==> src/rtl/spike_event_scheduler.sv <==
// Purpose: in-order FIFO of timestamped address events; pulses input_spike[addr] when sys_time reaches the event time, late events dropped and counted.
// Latency: 2 cycles from the head becoming due to its pulse; equal-time events pulse on consecutive cycles.
// Backpressure: ev_ready drops only while the registered fifo_level equals FIFO_DEPTH.
// Option: define SPIKE_SCHED_LATE_FIRE_EN to fire late events immediately (still counted) instead of dropping them.
module spike_event_scheduler #(
    parameter int NUM_SYN    = 8,
    parameter int ADDR_W     = 3,
    parameter int TS_W       = 16,
    parameter int FIFO_DEPTH = 8
) (
    input  logic                        clk,
    input  logic                        reset,
    input  logic                        tick,
    input  logic                        ev_valid,
    output logic                        ev_ready,
    input  logic [ADDR_W-1:0]           ev_addr,
    input  logic [TS_W-1:0]             ev_time,
    output logic [TS_W-1:0]             sys_time,
    output logic [NUM_SYN-1:0]          input_spike,
    output logic [$clog2(FIFO_DEPTH):0] fifo_level,
    output logic [7:0]                  late_count
);
    localparam int IDX_W = $clog2(FIFO_DEPTH);
    localparam int PTR_W = IDX_W + 1;
`ifdef SPIKE_SCHED_LATE_FIRE_EN
    localparam bit LATE_FIRE = 1'b1;
`else
    localparam bit LATE_FIRE = 1'b0;
`endif

    typedef struct packed {
        logic [ADDR_W-1:0] addr;
        logic [TS_W-1:0]   ts;
    } ev_t;

    typedef enum logic [1:0] {
        S_EMPTY   = 2'd0,
        S_WAIT    = 2'd1,
        S_RELEASE = 2'd2
    } state_t;

    state_t             state_q, state_d;
    ev_t                mem_q [FIFO_DEPTH];
    ev_t                mem_d [FIFO_DEPTH];
    logic [PTR_W-1:0]   wr_ptr_q, wr_ptr_d, rd_ptr_q, rd_ptr_d;
    logic [PTR_W-1:0]   level_q, level_d, nxt_ptr;
    logic [TS_W-1:0]    sys_time_q, sys_time_d;
    logic [NUM_SYN-1:0] spike_q, spike_d, head_onehot;
    logic [7:0]         late_cnt_q, late_cnt_d;
    logic               rel_late_q, rel_late_d;

    ev_t                head;
    logic [TS_W-1:0]    nxt_ts, head_diff, nxt_diff;
    logic               head_due, head_late, nxt_due, nxt_late, nxt_same;
    logic               has_next, chain;
    logic               push, pop, fire, late_inc;

    assign ev_ready    = (level_q != PTR_W'(FIFO_DEPTH));
    assign push        = ev_valid && ev_ready;
    assign sys_time    = sys_time_q;
    assign input_spike = spike_q;
    assign fifo_level  = level_q;
    assign late_count  = late_cnt_q;

    // Classify the head and the entry behind it against the pre-tick network time.
    always_comb begin
        nxt_ptr     = rd_ptr_q + PTR_W'(1);
        head        = mem_q[rd_ptr_q[IDX_W-1:0]];
        nxt_ts      = mem_q[nxt_ptr[IDX_W-1:0]].ts;
        head_diff   = head.ts - sys_time_q;
        nxt_diff    = nxt_ts - sys_time_q;
        head_due    = (head_diff == '0);
        head_late   = head_diff[TS_W-1];
        nxt_due     = (nxt_diff == '0);
        nxt_late    = nxt_diff[TS_W-1];
        // An entry sharing the head's time inherits its verdict, so a burst
        // keeps firing even if a tick lands in the middle of it.
        nxt_same    = (nxt_ts == head.ts);
        has_next    = (level_q >= PTR_W'(2));
        chain       = has_next && (nxt_same || nxt_due || nxt_late);
        head_onehot = '0;
        for (int i = 0; i < NUM_SYN; i++) begin
            if (head.addr == ADDR_W'(i)) head_onehot[i] = 1'b1;
        end
    end

    // FSM state register.
    always_ff @(posedge clk or negedge reset) begin
        if (!reset) state_q <= S_EMPTY;
        else        state_q <= state_d;
    end

    // FSM next state: stay in RELEASE while the following entry is also ready to go.
    always_comb begin
        state_d = state_q;
        case (state_q)
            S_EMPTY:   if (push) state_d = S_WAIT;
            S_WAIT:    if (head_due || head_late) state_d = S_RELEASE;
            S_RELEASE: begin
                if (chain)                                 state_d = S_RELEASE;
                else if (level_q == PTR_W'(1) && !push)    state_d = S_EMPTY;
                else                                       state_d = S_WAIT;
            end
            default:   state_d = S_EMPTY;
        endcase
    end

    // FSM outputs: pop in RELEASE, decide pulse or late drop from the latched verdict.
    always_comb begin
        pop        = 1'b0;
        fire       = 1'b0;
        late_inc   = 1'b0;
        rel_late_d = rel_late_q;
        case (state_q)
            S_WAIT:    rel_late_d = head_late;
            S_RELEASE: begin
                pop        = 1'b1;
                // Out-of-range addresses have an empty one-hot: no pulse, not counted.
                fire       = (|head_onehot) && (!rel_late_q || LATE_FIRE);
                late_inc   = rel_late_q && (|head_onehot);
                rel_late_d = nxt_same ? rel_late_q : nxt_late;
            end
            default:   ;
        endcase
        spike_d = fire ? head_onehot : '0;
    end

    // Datapath next values: FIFO pointers/level/storage, network time, late counter.
    always_comb begin
        mem_d    = mem_q;
        wr_ptr_d = wr_ptr_q;
        rd_ptr_d = rd_ptr_q;
        level_d  = level_q;
        if (push) begin
            mem_d[wr_ptr_q[IDX_W-1:0]] = '{addr: ev_addr, ts: ev_time};
            wr_ptr_d = wr_ptr_q + PTR_W'(1);
        end
        if (pop) rd_ptr_d = rd_ptr_q + PTR_W'(1);
        if (push && !pop)      level_d = level_q + PTR_W'(1);
        else if (pop && !push) level_d = level_q - PTR_W'(1);
        sys_time_d = tick ? sys_time_q + TS_W'(1) : sys_time_q;
        late_cnt_d = (late_inc && late_cnt_q != 8'hFF) ? late_cnt_q + 8'd1 : late_cnt_q;
    end

    // Datapath registers; reset discards every buffered event.
    always_ff @(posedge clk or negedge reset) begin
        if (!reset) begin
            for (int i = 0; i < FIFO_DEPTH; i++) mem_q[i] <= '0;
            wr_ptr_q   <= '0;
            rd_ptr_q   <= '0;
            level_q    <= '0;
            sys_time_q <= '0;
            spike_q    <= '0;
            late_cnt_q <= '0;
            rel_late_q <= 1'b0;
        end else begin
            mem_q      <= mem_d;
            wr_ptr_q   <= wr_ptr_d;
            rd_ptr_q   <= rd_ptr_d;
            level_q    <= level_d;
            sys_time_q <= sys_time_d;
            spike_q    <= spike_d;
            late_cnt_q <= late_cnt_d;
            rel_late_q <= rel_late_d;
        end
    end
endmodule
==> config.mk <==
export PLATFORM = sky130hd
export DESIGN_NAME = spike_event_scheduler
export DESIGN_NICKNAME = d
export VERILOG_FILES = /design/src/rtl/spike_event_scheduler.sv
export SDC_FILE = /design/constraint.sdc
export NUM_CORES = 1
export LEC_CHECK = 0
export BUFFER_PORTS_ARGS = -buffer_cell sky130_fd_sc_hd__buf_2
export CAP_MARGIN = 20
export CORE_MARGIN = 1
export CORE_UTILIZATION = 26
export CTS_BUF_LIST = sky130_fd_sc_hd__clkbuf_16
export DETAILED_ROUTE_END_ITERATION = 6
export HOLD_SLACK_MARGIN = 0.02
export PLACE_DENSITY = 0.41
export SKIP_CTS_REPAIR_TIMING = 1
export SYNTH_ARGS = -nofsm -noshare
export SYNTH_HDL_FRONTEND = slang
export SYNTH_SLANG_ARGS = --single-unit
==> constraint.sdc <==
create_clock -name clk -period 5.58 [get_ports clk]
set_input_delay 0.279 -clock clk [delete_from_list [all_inputs] [get_ports clk]]
set_output_delay 0.279 -clock clk [all_outputs]
set_load 0.03 [all_outputs]
==> qor.yml <==
status: "completed"
clkSinkCount: 197
yosysWarnings: 0
via_per_inst: 4.966
hp-class: "in -> reg"
final_max_slew_viol_count: 0
drtPass1Iterations: 7
postLayoutCoreUtil: 0.3003
synthTopCellsByArea: "dfrtp_1, mux2_2, mux4_2"
die_area_sq_um: 47350
critPathRequiredTime_ns: 5.94
drt-total-wl_mm: 34.00
drive_above_1_share: 0.3510
cts.clk_slew.worst_paths_ns: 0.08
fmax_ghz: 0.2050
grt_pass1_wl_mm: 52.05
routabilityCongestion: 0.8264
skew_ns: 0.01853
ys_types: 66
fin_tns_setup_ns: 0
top_level_ports: 60
syn_nets: 1037
synth_top_area_frac: 0.4079
grt_max_degree: 107
seq_area_frac_synth: 0.4079
postSynthCellCount: 973
wl_met3_mm: 1.162
grt_usage: 0.1487
finalSetupViolCount: 0
initial_core_util: 0.2652
layout.nets: 1089
rsz0062_at_grt: "false"
path_class: "reg -> reg"
routed-wl-met2_mm: 15.74
numCtsBuffers: 17
synth-async-reset-ratio: 1.000
crit_path_top_delay_cell: "ha_2"
dpl.hpwl_mm: 23.42
antenna_found_initial: 1
io_buffers: 59
critical-path-top-delay-family: "compound AO/OA/AOI/OAI gates"
hold_violations: 0
yosysTopAreaCell: "dfrtp_1"
synth-main-ff-cell: "dfrtp_1"
place_inst: 1605
cap_violations: 0
post-route-period-util: 0.8740
cts-root-buf: "clkbuf_16"
synth_area_sq_um: 12090
drt-met1-wl_mm: 16.48
grt-ovfl-total: 0
num_antenna_cells: 0
coreArea_sq_um: 45580
h-tree-depth: 4
worst_slew_pin_slew_ns: 0.9040
yosys_register_bits: 197
crit_path_max_fanout: 22
arrival_ns: 5.23
drt_iter0_drc: 414
path_buf_inv: 1
worstPathCellList: "ha_2, buf_4, mux4_2, mux2_2, ha_1, nand3_1, nand4_1, o311ai_0, and3b_1, o211ai_1, a2111oi_0, o31ai_1, a221o_1"
wire_per_inst_um: 20.77
yosysMostFrequentCell: "dfrtp_1"
synth_edf_count: 0
syn_avg_cell_area_sq_um: 12.42
top_layer: "met4"
chipHeight_um: 217.6
grt_pass1_vias: 8264
cts_buffer_depth: 2
crit_path_end_kind: "register"
crit_path_start_kind: "register"
area_growth_pct: 13.22
relSlewSlack: 0.3973
ant_nets: 0
cts_tree: "done"
dr_total_vias: 8129
fp-row-count: 78
critPathMaxStageDelay_ns: 0.72
clock_latency_ns: 0.48
die_w_um: 217.6
synth_common_cells: "dfrtp_1, mux2_2, mux4_2"
fin_crit_ns: 4.877
stdcell_count: 1637
drc: 0
==> worst paths after layout <==
kind                             start           to  slack [ns]  cells after the start
setup / recovery           rd_ptr_q[0]   state_q[0]        0.70                     13
max in group asynchronous        reset  rd_ptr_q[0]        3.97                      3
setup reg to reg           rd_ptr_q[0]   state_q[0]        0.70                     13
min in group asynchronous        reset   mem_q[125]        0.50                      2
hold / removal                    tick  sys_time[0]        0.08                      2
hold reg to reg            sys_time[6]  sys_time[6]        0.49                      1
==> cell usage in the layout (no fill, tap or decap), types with 9 or more instances in the layout <==
cell       synthesis  final
xnor2_1           44     44
inv_1             39     39
nor2_1            47     47
nand4_1            9      9
a21oi_1           24     24
clkbuf_16          0     17
mux2_2           172    172
mux2i_1           31     31
o22ai_1           12     12
o21ai_0           19     19
nand2_1           42     39
buf_4              3     10
nor3_1            17     17
nand3_1           19     19
xor2_1            37     36
buf_2             11     58
ha_1              39     38
dfrtp_1          197    194
mux4_2            72     72
==> layer usage <==
metal | up-vias | GRT usage
met2 | 140 | 0.2328
li1 | 3775 | -
met3 | 21 | 0.03096
met5 | - | 0
met4 | 0 | 0.04624
met1 | 4193 | 0.2046
==> metrics by stage <==
stage               instance area (sq um)  setup slack, ns  hold slack (ns)
detailed placement                  13090           0.7139           0.4821
global route                        13680           0.4615          0.06132
finish                              13680           0.7030          0.07679
CTS                                 13670           0.7147         -0.03195
global placement                    13090           0.8238           0.4794
floorplan                           12090           0.9005         -0.01659
==> logic make-up after synthesis <==
family,synth area share
multiplexers,0.3201
XOR/XNOR,0.05870
buffers and inverters,0.02888
AO/OA/AOI/OAI,0.06615
flip-flops,0.4079
adder cells (fa/ha/maj),0.04369
AND/OR/NAND/NOR,0.07464
==> cell type report <==
type	instances	area [sq um]
Fill cell	4640	31890
Clock inverter	14	162.7
Multi-Input combinational cell	696	6827
Tap cell	600	750.7
Timing Repair Buffer	72	429.2
Clock buffer	17	425.4
Sequential cell	197	4936
Inverter	41	153.9
==> state kept, by name (all words and copies together) (netlist names) <==
signal	count
state_q	2
rd_ptr_q	3
sys_time	16
late_count	8
wr_ptr_q	3
rel_late_q	1
input_spike	8
fifo_level	4
mem_q	152
==> worst register-to-register path, cell delays in order, from the launching register on <==
cell and delay [ns]:
dfrtp_4 0.49, ha_2 0.72, buf_4 0.40, mux4_2 0.41, mux2_2 0.30, ha_1 0.35, nand3_1 0.15, nand4_1 0.13
o311ai_0 0.50, and3b_1 0.25, o211ai_1 0.08, a2111oi_0 0.49, o31ai_1 0.14, a221o_1 0.36
Power is not shown: default switching activity piles up to over one toggle a cycle in this logic, so the estimate is an artifact.
